<file path="config.mk">
export PLATFORM = sky130hd
export DESIGN_NAME = register_transfer_sequencer_flat
export DESIGN_NICKNAME = d
export VERILOG_FILES = /design/src/rtl/register_transfer_sequencer_if.sv /design/src/rtl/register_transfer_sequencer.sv /design/src/flat_wrapper.sv
export SDC_FILE = /design/constraint.sdc
export NUM_CORES = 1
export LEC_CHECK = 0
export ABC_AREA = 1
export CORE_AREA = 2 2 61 63
export DETAILED_ROUTE_END_ITERATION = 6
export DIE_AREA = 0 0 63 65
export PLACE_DENSITY = 0.81
export SYNTH_ARGS = -nofsm -noshare
export SYNTH_HDL_FRONTEND = slang
export SYNTH_SLANG_ARGS = --single-unit
</file>
<file path="constraint.sdc">
create_clock -name clock_in -period 2 [get_ports clock_in]
set_input_delay 0.4 -clock clock_in [delete_from_list [all_inputs] [get_ports clock_in]]
set_output_delay 0.4 -clock clock_in [all_outputs]
set_load 0.02 [all_outputs]
</file>
<file path="src/rtl/register_transfer_sequencer_if.sv">
// Requester/register-file side of the transfer sequencer: requests, selects,
// grant/done handshake and the 12-bit register control bus.
interface register_transfer_sequencer_if #(
   parameter int SEL_W = 3
);
   logic [1:0]       req_in;
   logic [SEL_W-1:0] src0_in;
   logic [SEL_W-1:0] dst0_in;
   logic [SEL_W-1:0] src1_in;
   logic [SEL_W-1:0] dst1_in;
   logic [1:0]       grant_out;
   logic [1:0]       done_out;
   logic             bus_busy_out;
   logic [11:0]      Register_Control_Bus;

   modport master (
      output req_in, src0_in, dst0_in, src1_in, dst1_in,
      input  grant_out, done_out, bus_busy_out, Register_Control_Bus
   );

   modport slave (
      input  req_in, src0_in, dst0_in, src1_in, dst1_in,
      output grant_out, done_out, bus_busy_out, Register_Control_Bus
   );
endinterface

</file>
<file path="src/rtl/register_transfer_sequencer.sv">
// Round-robin register-to-register move sequencer. Every output is a flop so
// the register file sees glitch-free output-enable edges and load strobes.
module register_transfer_sequencer #(
   parameter int DRIVE_CYCLES = 1,
   parameter int SEL_W        = 3
) (
   input  logic                          clock_in,
   input  logic                          reset_in,
   register_transfer_sequencer_if.slave  rts
);
   typedef enum logic [1:0] {IDLE, DRIVE, LOAD, RELEASE} state_t;

   state_t           state_q, state_d;
   logic [3:0]       cnt_q, cnt_d;
   logic             owner_q, owner_d;
   logic             last_q, last_d;
   logic [SEL_W-1:0] src_q, src_d;
   logic [SEL_W-1:0] dst_q, dst_d;
   logic [1:0]       grant_q, grant_d;
   logic [1:0]       done_q, done_d;
   logic             busy_q, busy_d;
   logic [11:0]      rcb_q, rcb_d;
   logic [1:0]       elig;
   logic             win;

   function automatic logic [11:0] oe_bits(input logic [SEL_W-1:0] s);
      logic [11:0] v;
      v = '0;
      for (int i = 0; i < 6; i++)
         if (s == SEL_W'(i)) v[6+i] = 1'b1;
      return v;
   endfunction

   function automatic logic [11:0] ld_bits(input logic [SEL_W-1:0] d);
      logic [11:0] v;
      v = '0;
      for (int i = 0; i < 6; i++)
         if (d == SEL_W'(i)) v[i] = 1'b1;
      return v;
   endfunction

   // Tie goes to whoever was not served last.
   function automatic logic pick(input logic [1:0] e, input logic last);
      return (e == 2'b11) ? ~last : e[1];
   endfunction

   always_comb begin
      state_d = state_q;
      cnt_d   = cnt_q;
      owner_d = owner_q;
      last_d  = last_q;
      src_d   = src_q;
      dst_d   = dst_q;
      grant_d = grant_q;
      done_d  = 2'b00;
      busy_d  = busy_q;
      rcb_d   = rcb_q;
      elig    = 2'b00;
      win     = 1'b0;
      case (state_q)
         IDLE: begin
            // A requester still holding req while its done is visible is not a new request.
            elig = rts.req_in & ~done_q;
         end
         DRIVE: begin
            if (cnt_q == 4'd0) begin
               state_d = LOAD;
               rcb_d   = oe_bits(src_q) | ld_bits(dst_q);
            end else begin
               cnt_d = cnt_q - 4'd1;
            end
         end
         LOAD: begin
            state_d = RELEASE;
            rcb_d   = '0;
            busy_d  = 1'b0;
         end
         RELEASE: begin
            done_d  = owner_q ? 2'b10 : 2'b01;
            last_d  = owner_q;
            elig    = rts.req_in & (owner_q ? 2'b01 : 2'b10);
            state_d = IDLE;
            grant_d = 2'b00;
         end
         default: state_d = IDLE;
      endcase
      if (elig != 2'b00) begin
         win     = pick(elig, last_d);
         owner_d = win;
         src_d   = win ? rts.src1_in : rts.src0_in;
         dst_d   = win ? rts.dst1_in : rts.dst0_in;
         grant_d = win ? 2'b10 : 2'b01;
         cnt_d   = 4'(DRIVE_CYCLES - 1);
         busy_d  = 1'b1;
         rcb_d   = oe_bits(src_d);
         state_d = DRIVE;
      end
   end

   always_ff @(posedge clock_in or posedge reset_in) begin
      if (reset_in) begin
         state_q <= IDLE;
         cnt_q   <= 4'd0;
         owner_q <= 1'b0;
         last_q  <= 1'b1;
         grant_q <= 2'b00;
         done_q  <= 2'b00;
         busy_q  <= 1'b0;
         rcb_q   <= '0;
      end else begin
         state_q <= state_d;
         cnt_q   <= cnt_d;
         owner_q <= owner_d;
         last_q  <= last_d;
         grant_q <= grant_d;
         done_q  <= done_d;
         busy_q  <= busy_d;
         rcb_q   <= rcb_d;
      end
   end

   // Selects are only consumed while a grant is active, so they need no reset.
   always_ff @(posedge clock_in) begin
      src_q <= src_d;
      dst_q <= dst_d;
   end

   assign rts.grant_out            = grant_q;
   assign rts.done_out             = done_q;
   assign rts.bus_busy_out         = busy_q;
   assign rts.Register_Control_Bus = rcb_q;
endmodule

</file>
<file path="src/flat_wrapper.sv">
// flat-port wrapper written by rule: the top's interface ports become plain ports
module register_transfer_sequencer_flat 
#(
   parameter int DRIVE_CYCLES = 1,
   parameter int SEL_W        = 3
)
  (clock_in, reset_in, rts_req_in, rts_src0_in, rts_dst0_in, rts_src1_in, rts_dst1_in, rts_grant_out, rts_done_out, rts_bus_busy_out, rts_Register_Control_Bus);
  register_transfer_sequencer_if #(.SEL_W(SEL_W)) rts_i ();
  input  logic clock_in;
  input  logic reset_in;
  input wire logic [$bits(rts_i.req_in)-1:0] rts_req_in;
  input wire logic [$bits(rts_i.src0_in)-1:0] rts_src0_in;
  input wire logic [$bits(rts_i.dst0_in)-1:0] rts_dst0_in;
  input wire logic [$bits(rts_i.src1_in)-1:0] rts_src1_in;
  input wire logic [$bits(rts_i.dst1_in)-1:0] rts_dst1_in;
  output wire logic [$bits(rts_i.grant_out)-1:0] rts_grant_out;
  output wire logic [$bits(rts_i.done_out)-1:0] rts_done_out;
  output wire logic [$bits(rts_i.bus_busy_out)-1:0] rts_bus_busy_out;
  output wire logic [$bits(rts_i.Register_Control_Bus)-1:0] rts_Register_Control_Bus;
  assign rts_i.req_in = rts_req_in;
  assign rts_i.src0_in = rts_src0_in;
  assign rts_i.dst0_in = rts_dst0_in;
  assign rts_i.src1_in = rts_src1_in;
  assign rts_i.dst1_in = rts_dst1_in;
  assign rts_grant_out = rts_i.grant_out;
  assign rts_done_out = rts_i.done_out;
  assign rts_bus_busy_out = rts_i.bus_busy_out;
  assign rts_Register_Control_Bus = rts_i.Register_Control_Bus;
  register_transfer_sequencer #(.DRIVE_CYCLES(DRIVE_CYCLES), .SEL_W(SEL_W)) u_core (.clock_in(clock_in), .reset_in(reset_in), .rts(rts_i));
endmodule
</file>
Word level (Yosys, flattened, before mapping)
Index checks and enable logic that the tools add are counted.

word-level totals
  flip-flop bits (word level) = 31
  bits in latches = 0
  memory bits (writable) = 0
  memory bits (read-only) = 0
  output and inout bits = 17
  word-level logic and storage cells = 115
  memories = 0

operators by class
  $add $sub $neg = 1
  multipliers = 0
  divide/modulo/power cells = 0
  $lt $le $gt $ge = 0
  eq/ne operators = 21
  shift operators = 0
  muxes and demuxes = 64
  bitwise operators = 5
  reductions and logical operators = 14

operators by type and width
  kind                                                                     number
  1-bit 2-to-1 mux                                                         46
  12-bit 2-to-1 mux                                                        2
  12-bit case mux with 2 select lines                                      1
  3-bit by 2-bit == test with 1-bit output, second input constant          6
  3-bit == test, second input constant                                     6
  2-bit 2-to-1 mux                                                         8
  4-bit 2-to-1 mux                                                         3
  12-bit by 6-bit OR with 12-bit output                                    1
  3-bit by 1-bit == test with 1-bit output, second input constant          3
  3-bit zero test                                                          3
  2-bit nonzero test                                                       4
  2-bit == test, second input constant                                     3
  3-bit 2-to-1 mux                                                         2
  2-bit case mux with 3 select lines                                       1
  2-bit AND reduction                                                      3
  2-bit bitwise AND                                                        2
  4-bit zero test                                                          1
  2-bit case mux with 2 select lines                                       1
  4-bit nonzero test                                                       1
  4-bit by 1-bit subtractor with 4-bit output, second input constant       1
  3-bit by 1-bit inequality test with 1-bit output, second input constant  1
  3-bit nonzero test                                                       1
  2-bit by 1-bit == test with 1-bit output, second input constant          1
  2-bit zero test                                                          1
  other kinds (3)                                                          3

Depth between registers and ports, before layout
Gate-level depths: netlist of run 1.

  word-level depth = 9
  depth in mapped cells = 12
  depth with buffers taken out = 11

Least setup slack after synthesis of run 1
No wires, ideal clock.

  path kind = flip-flop to flip-flop
  from = register u_core.state_q[0]
  to = register u_core.rcb_q[8] (netlist: u_core.rts.Register_Control_Bus[8])
  arrival time = 1.610 ns
  data required time = 1.878 ns
  path slack = 0.267 ns
  stages on the path, launching flop included = 11
  path through = dfrtp_1 -> inv_1 -> ha_1 -> nand2_1 -> inv_1 -> nand3_1 -> nand2_2 -> inv_2 -> buf_4 -> a21oi_1 -> a21oi_1

between the ends
  cells in the longest elaborated chain, start to end = 8

ends and longest elaborated chain
  item                                                                           line                                RTL
  start: declaration                                                             register_transfer_sequencer.sv:13   state_t state_q, state_d;
  start signal: assignment                                                       register_transfer_sequencer.sv:111  state_q <= state_d;
  2-bit == test / 2-bit zero test (equally long branches)                        register_transfer_sequencer.sv:60   case (state_q)
  2-bit case mux with 2 select lines / 1-bit 2-to-1 mux (equally long branches)  register_transfer_sequencer.sv:60
  2-bit == test / 1-bit inverter (equally long branches)                         register_transfer_sequencer.sv:44   return (e == 2'b11) ? ~last : e[1];
  1-bit 2-to-1 mux                                                               register_transfer_sequencer.sv:44
  3-bit 2-to-1 mux                                                               register_transfer_sequencer.sv:90   src_d = win ? rts.src1_in : rts.src0_in;
  3-bit by 2-bit == test with 1-bit output                                       register_transfer_sequencer.sv:30   if (s == SEL_W'(i)) v[6+i] = 1'b1;
  1-bit 2-to-1 mux                                                               register_transfer_sequencer.sv:30
  12-bit 2-to-1 mux                                                              register_transfer_sequencer.sv:87   if (elig != 2'b00) begin
  end signal: assignment                                                         register_transfer_sequencer.sv:118  rcb_q <= rcb_d;
  end: declaration                                                               register_transfer_sequencer.sv:22   logic [11:0] rcb_q, rcb_d;

Parallel ways exist; a longest one is shown, timed or not.
A chain may end at the register's enable or synchronous reset.

Worst setup path after layout of run 1
  from = register u_core.state_q[1]
  to = register u_core.rcb_q[1] (netlist: u_core.rts.Register_Control_Bus[1])

between the ends
  cells in the longest elaborated chain, start to end = 5

ends and longest elaborated chain
  item                                                                                                            line
  2-bit == test / 2-bit zero test (equally long branches)                                                         register_transfer_sequencer.sv:60
  2-bit case mux with 2 select lines                                                                              register_transfer_sequencer.sv:60
  2-bit nonzero test                                                                                              register_transfer_sequencer.sv:87
  3-bit by 1-bit inequality test with 1-bit output (no source line) / 3-bit nonzero test (equally long branches)  --
  2-bit AND reduction (no source line)                                                                            --

Parallel ways exist; a longest one is shown, timed or not.

==> flow_summary.yaml, run 1 <==
setup_path:
  cp-start-kind: "flip-flop"
  cp_max_fo: 8
  critical_path.cell_chain: "ha_4 -> inv_2 -> nand2_2 -> nand3_1 -> nand2_4 -> a21oi_4 -> buf_4 -> nand2_1 -> o21ai_0"
  r2r_end: "u_core.rts.Register_Control_Bus[1]"
  endpoint_kind: "flip-flop"
  worstSetupPathType: "reg -> reg"
  worstPathRequired_ns: 2.24
  r2r_setup_slack_ns: 0.17
  ff2ff_path_depth: 9
  crit_buf_inv: 2
  worst_ep_arrival_time_ns: 2.07
  cp_slowest_cell: "dfrtp_2"
  r2r-start: "u_core.state_q[1]"
  crit_family: "flip-flops"
  max_stage_delay_ns: 0.47
floorplanning:
  dieArea_um2: 4100
  start_util_pct: 47.9
  coreArea_um2: 3500
  num_rows: 22
  io-pin-count: 33
  chipWidth_um: 63
  die_y_um: 65
synthesis:
  synth_top_cells_by_area: "dfrtp_1, edfxtp_1, nand2_1, inv_1, a21oi_1"
  syn_area_um2: 1680
  ys_ff_latch: 31
  seq_area_frac_synth_pct: 48.2
  yosys_warnings: 0
  synth_top_area_cell: "dfrtp_1"
  yosysUniqueCellTypes: 28
  syn_nets: 213
  avgSynthCellArea_um2: 8.73
  yosysTopAreaCellShare_pct: 35.8
  syn_inst: 192
cts:
  cts_inserted_buffers: 5
  htree_levels: 2
  cts_tree: "built"
  clk_latency_ns: 0.33
  cts-hold-fix-buffers: 0
  cts-root-buf: "clkbuf_4"
  clockBufferDepth: 2
  clock-sinks: 31
  clk_pin_slew_ns: 0.09
routing:
  ant_nets: 0
  top_layer: "met4"
  drc_errors: 0
  wl_met3_um: 211
  via_per_inst: 5.05
  dr_wl_met2_mm: 1.65
  wl_met1_mm: 1.48
  finalWirelength_mm: 3.38
  drt-initial-drc-count: 54
  num_vias: 1428
  firstDrtPassIters: 4
  wl_per_cell_um: 12.0
timing:
  setup_violations: 0
  layout_setup_ws_ns: 0.174
  maxSlewHeadroom_pct: 78.6
  tns_ns: 0
  tightest_slew_ns: 0.321
  min_period_ns: 1.83
  drv_slew: 0
  max_clock_freq_mhz: 548
  grt_setup_unrepaired: "no"
  holdWs_ns: 0.409
  clock_skew_ns: 0.00487
  hold_viol_final: 0
  fin_crit_sh_pct: 91.3
worst_hold_path:
  hp-class: "in -> async"
power_and_ir_drop:
  total_power_mw: 4.08
  ir_drop_mv: 0.801
  p_leak_nw: 1.03
  power_density_nw_per_um2: 1860
placed_design:
  hpwl_mm: 2.57
  placed_cell_area_um2: 2060
  placed_cells: 273
  port_buffers: 32
  gp_congestion: 0.802
  place_worst_setup_slack_ns: 0.0565
global_routing:
  antenna_found_initial: 0
  gr-usage-all-layers_pct: 18.1
  grt_max_degree: 26
  grt_first_pass_wirelength_mm: 5.69
  grt_pass1_vias: 1288
  grt-ovfl-total: 0
outcome:
  status: "completed"
cells_and_area:
  instances_no_fill: 283
  syn2layout_area_growth_pct: 31.1
  final_core_util_pct: 62.8
  antenna_cells: 0
  nets: 255
  multi_input_area_um2: 785
  nFillCells: 311
  drive_gt1_share_pct: 17.4
  final_cell_area_um2: 2200
  regArea_um2: 808
run:
  maxCapViolCount: 0
state kept, by name, summed over array words and instances (netlist names), 2 cells and up:
register / count
u_core.rts.Register_Control_Bus: 12
u_core.cnt_q: 4
u_core.dst_q: 3
u_core.src_q: 3
u_core.rts.done_out: 2
u_core.rts.grant_out: 2
u_core.state_q: 2
report_power, final:
group | switching [mW] | internal [mW] | total, mW
combinational | 1.50 | 0.983 | 2.48
sequential | 0.190 | 0.986 | 1.18
clock | 0.211 | 0.207 | 0.418
total | 1.90 | 2.18 | 4.08
logic make-up after synthesis:
group,synth area share (%)
flops,48.2
simple gates,30.4
fa+ha+maj,3.73
compound gates,9.86
buf+inv,7.84
worst max path at each step:
stage,from,end,slack [ns],depth (start not counted)
2_1_floorplan,u_core.state_q[0],u_core.rts.Register_Control_Bus[8],0.27,10
3_3_place_gp,rts_req_in[1],u_core.rts.Register_Control_Bus[9],0.09,9
3_5_place_dp,rts_req_in[0],u_core.rts.Register_Control_Bus[9],0.06,9
4_1_cts,u_core.state_q[0],u_core.rts.Register_Control_Bus[9],0.10,10
5_1_grt,u_core.state_q[1],u_core.rts.Register_Control_Bus[8],0.02,10
6_report,u_core.state_q[1],u_core.rts.Register_Control_Bus[1],0.17,9
cell type report:
type | instances | area share, %
Sequential cell | 31 | 36.8
Multi-Input combinational cell | 130 | 35.7
Timing Repair Buffer | 38 | 16.6
Inverter | 28 | 5.01
Clock buffer | 8 | 3.13
Tap cell | 48 | 2.73
placed cells by master (no fill, tap or decap), types with 2 or more instances in the layout:
cell and n:
inv_4 2, o21ai_0 9, nor4_1 6, nand2_4 6, nor2_4 2, ha_4 2, nor2_1 12, nand2_2 3
edfxtp_1 6, nand3b_1 2, nor3_1 2, ha_1 3, clkdlybuf4s50_1 32, a21oi_1 14, inv_2 3, inv_1 23
clkbuf_4 5, nand3_1 13, nand2_1 43, clkbuf_8 2, buf_4 6, dfrtp_1 23, nor2_2 3
metal layers:
layer | GRT usage [%] | vias up
li1 | - | 715
met1 | 23.2 | 663
met2 | 29.1 | 42
met3 | 5.90 | 8
met4 | 5.56 | 0
met5 | 0 | -
what timing repair did:
item	4_1_cts	5_1_grt
gates resized for setup	0	14
setup endpoints to repair	0	14
setup buffers	0	2
Yosys cell counts:
cell and instances:
o31ai_1 2, nand2_2 3, nor2_8 1, o22ai_1 1, edfxtp_1 6, o21ai_0 9
inv_2 3, nand4_4 1, nand3b_1 2, nor2_1 12, nor3_1 2, nand3_1 13
ha_1 5, dfrtp_1 24, nand2_4 5, nor4_1 6, inv_1 25, a21oi_1 14
dfstp_2 1, nand3_4 1, o21ai_1 1, nand4_1 1, a22oi_1 1, buf_4 2
nor2_2 5, a21oi_4 1, nand2_1 44, buf_6 1
tightest hold or removal path: cells and delay by family:
kind,cells,cell delay (ns)
buffers and inverters,3,0.74
(Power assumes the default switching activity.)
==> run 2: changes to the inputs <==
Settings changed: ABC_AREA 1 to unset, CORE_AREA 2 2 61 63 to 2 2 62 64, DIE_AREA 0 0 63 65 to 0 0 64 66, PLACE_DENSITY 0.81 to 0.8.
==> flow_summary.yaml, run 2 <==
synthesis:
  synthAdderAreaFrac_pct: 3.64
  synth_top_family_by_area: "simple AND/OR/NAND/NOR gates"
  syn_inst: 167
  synth_top_area_cell: "dfrtp_1"
  synth_mux_area_share_pct: 0.583
  synthFlopType: "dfrtp_1"
  synth-compound-area-share_pct: 16.7
  avgSynthCellArea_um2: 10.3
  syn_nets: 188
  yosysUniqueCellTypes: 51
  synthTopCellsByCount: "dfrtp_1, nand2_1, nor2_1, inv_1"
  ys_ff_latch: 31
  syn_area_um2: 1720
  seq_area_frac_synth_pct: 47.0
  synth_top_cells_by_area: "dfrtp_1, edfxtp_1, nand2_1, ha_1, nor2_1"
  yosys_warnings: 0
  synth_edf_count: 6
  postSynth.asyncResetShare_pct: 80.6
  synth_xor_area_share_pct: 1.53
  synth-simple-area-share_pct: 26.8
  yosysTopAreaCellShare_pct: 35.0
setup_path:
  critical_path.cell_chain: "inv_2 -> ha_4 -> nand2_4 -> or3_4 -> o211ai_1 -> a32oi_1 -> a21boi_1"
  cp-start-kind: "flip-flop"
  r2r_end: "u_core.rts.Register_Control_Bus[10]"
  r2r_setup_slack_ns: 0.04
  r2r-start: "u_core.state_q[0]"
  ff2ff_path_depth: 7
  worstSetupPathType: "reg -> reg"
  crit_family: "compound AO/OA/AOI/OAI gates"
  crit_buf_inv: 1
  worst_ep_arrival_time_ns: 2.18
  endpoint_kind: "flip-flop"
  worstPathRequired_ns: 2.22
  max_stage_delay_ns: 0.44
  cp_max_fo: 5
  cp_slowest_cell: "dfrtp_1"
cells_and_area:
  instances_no_fill: 286
  drive_gt1_share_pct: 34.5
  nFillCells: 249
  most-common-layout-cells: "clkdlybuf4s50_1, buf_4, nand2_1, dfrtp_1, nor2_1"
  final_common_cell: "clkdlybuf4s50_1"
  antenna_cells: 0
  final_cell_area_um2: 2600
  nets: 258
  syn2layout_area_growth_pct: 51.4
  largest_reg_flops: 12
cts:
  cts-root-buf: "clkbuf_4"
  cts_tree: "built"
  clockBufferDepth: 2
  clk_latency_ns: 0.33
  clk_pin_slew_ns: 0.11
  clock-sinks: 31
  htree_levels: 2
  cts_inserted_buffers: 5
global_routing:
  gr-usage-all-layers_pct: 22.6
  antenna_found_initial: 0
  grt_first_pass_wirelength_mm: 7.44
  grt_max_degree: 26
  grt-ovfl-total: 0
  grt_pass1_vias: 1608
floorplanning:
  num_rows: 22
  start_util_pct: 48.4
  die_y_um: 66
  chipWidth_um: 64
  coreArea_um2: 3550
  io-pin-count: 33
  dieArea_um2: 4220
timing:
  clock_skew_ns: 0.0110
  fin_crit_sh_pct: 97.8
  maxSlewHeadroom_pct: 72.5
  hold_viol_final: 0
  drv_slew: 0
  min_period_ns: 1.96
  grt_setup_unrepaired: "yes"
  max_clock_freq_mhz: 511
  layout_setup_ws_ns: 0.0447
  tightest_slew_ns: 0.411
  setup_violations: 0
routing:
  ant_nets: 0
  firstDrtPassIters: 4
  num_vias: 1630
  wl_per_cell_um: 17.0
  finalWirelength_mm: 4.85
  drc_errors: 0
  drt-initial-drc-count: 87
  via_per_inst: 5.70
worst_hold_path:
  hp-class: "in -> async"
placed_design:
  gp_congestion: 0.912
  place_worst_setup_slack_ns: -0.0424
  placed_cells: 264
  placed_cell_area_um2: 2240
  hpwl_mm: 3.21
  port_buffers: 32
power_and_ir_drop:
  ir_drop_mv: 0.974
  p_leak_nw: 1.11
  power_density_nw_per_um2: 1990
  total_power_mw: 5.18
outcome:
  status: "completed"
run:
  maxCapViolCount: 0
run 2: power breakdown:
part	internal (mW)	switching (mW)	leakage (nW)
sequential	0.966	0.229	0.376
clock	0.245	0.229	0.0464
combinational	1.73	1.78	0.686
run 2: timing repair:
item                       CTS  global route
setup endpoints to repair   14            23
hold buffers                 0             0
setup buffers                1            11
resized for setup            1            32
gates cloned                 1             1
pin swaps                    2            13
run 2: layout make-up:
class / instances / area [um2] / area share (%)
multi-input cells: 123 / 1010 / 39.0
well taps: 48 / 60.1 / 2.31
clock inverters: 1 / 5.00 / 0.192
repair buffers: 63 / 589 / 22.7
flip-flops and latches: 31 / 808 / 31.1
inverters: 13 / 48.8 / 1.88
clock buffers: 7 / 76.3 / 2.93
run 2: kinds of logic (layout without fill, tap and decap cells):
family                   count (synthesis)  in the layout
flip-flops                              31             31
XOR/XNOR                                 3              3
AO/OA/AOI/OAI                           37             38
AND/OR/NAND/NOR                         75             76
buffers and inverters                   15             84
multiplexers                             1              1
adder cells (fa/ha/maj)                  5              5
run 2: worst min-delay path, stage by stage:
cell,delay [ns]
clkdlybuf4s50_1,0.40
inv_1,0.05
buf_4,0.30
run 2: how the worst max path moves through the flow:
stage,end,start,cells past startpoint
final,u_core.rts.Register_Control_Bus[10],u_core.state_q[0],7
after floorplan,u_core.rts.Register_Control_Bus[5],u_core.state_q[0],8
after global placement,u_core.rts.Register_Control_Bus[10],rts_req_in[1],8
after global routing,u_core.rts.Register_Control_Bus[10],u_core.state_q[0],7
after detailed placement,u_core.rts.Register_Control_Bus[5],rts_req_in[0],7
after CTS,u_core.rts.Register_Control_Bus[7],u_core.state_q[0],7
run 2: through the flow:
step | setup TNS (ns) | hold WS, ns | utilization, %
after floorplan | 0 | 0.427 | -
after global placement | -0.0301 | 0.474 | 63.0
after detailed placement | -0.367 | 0.480 | 63.0
after CTS | 0 | 0.429 | 65.8
after global routing | -0.409 | 0.451 | 73.3
final | 0 | 0.411 | 73.3
run 2: metal layers:
metal | wire length, um | global-route usage, % | up-vias
li1 | - | - | 754
met1 | 1920 | 26.9 | 803
met2 | 2580 | 41.1 | 60
met3 | 231 | 3.07 | 13
met4 | 116 | 8.70 | 0
met5 | 0 | 0 | -
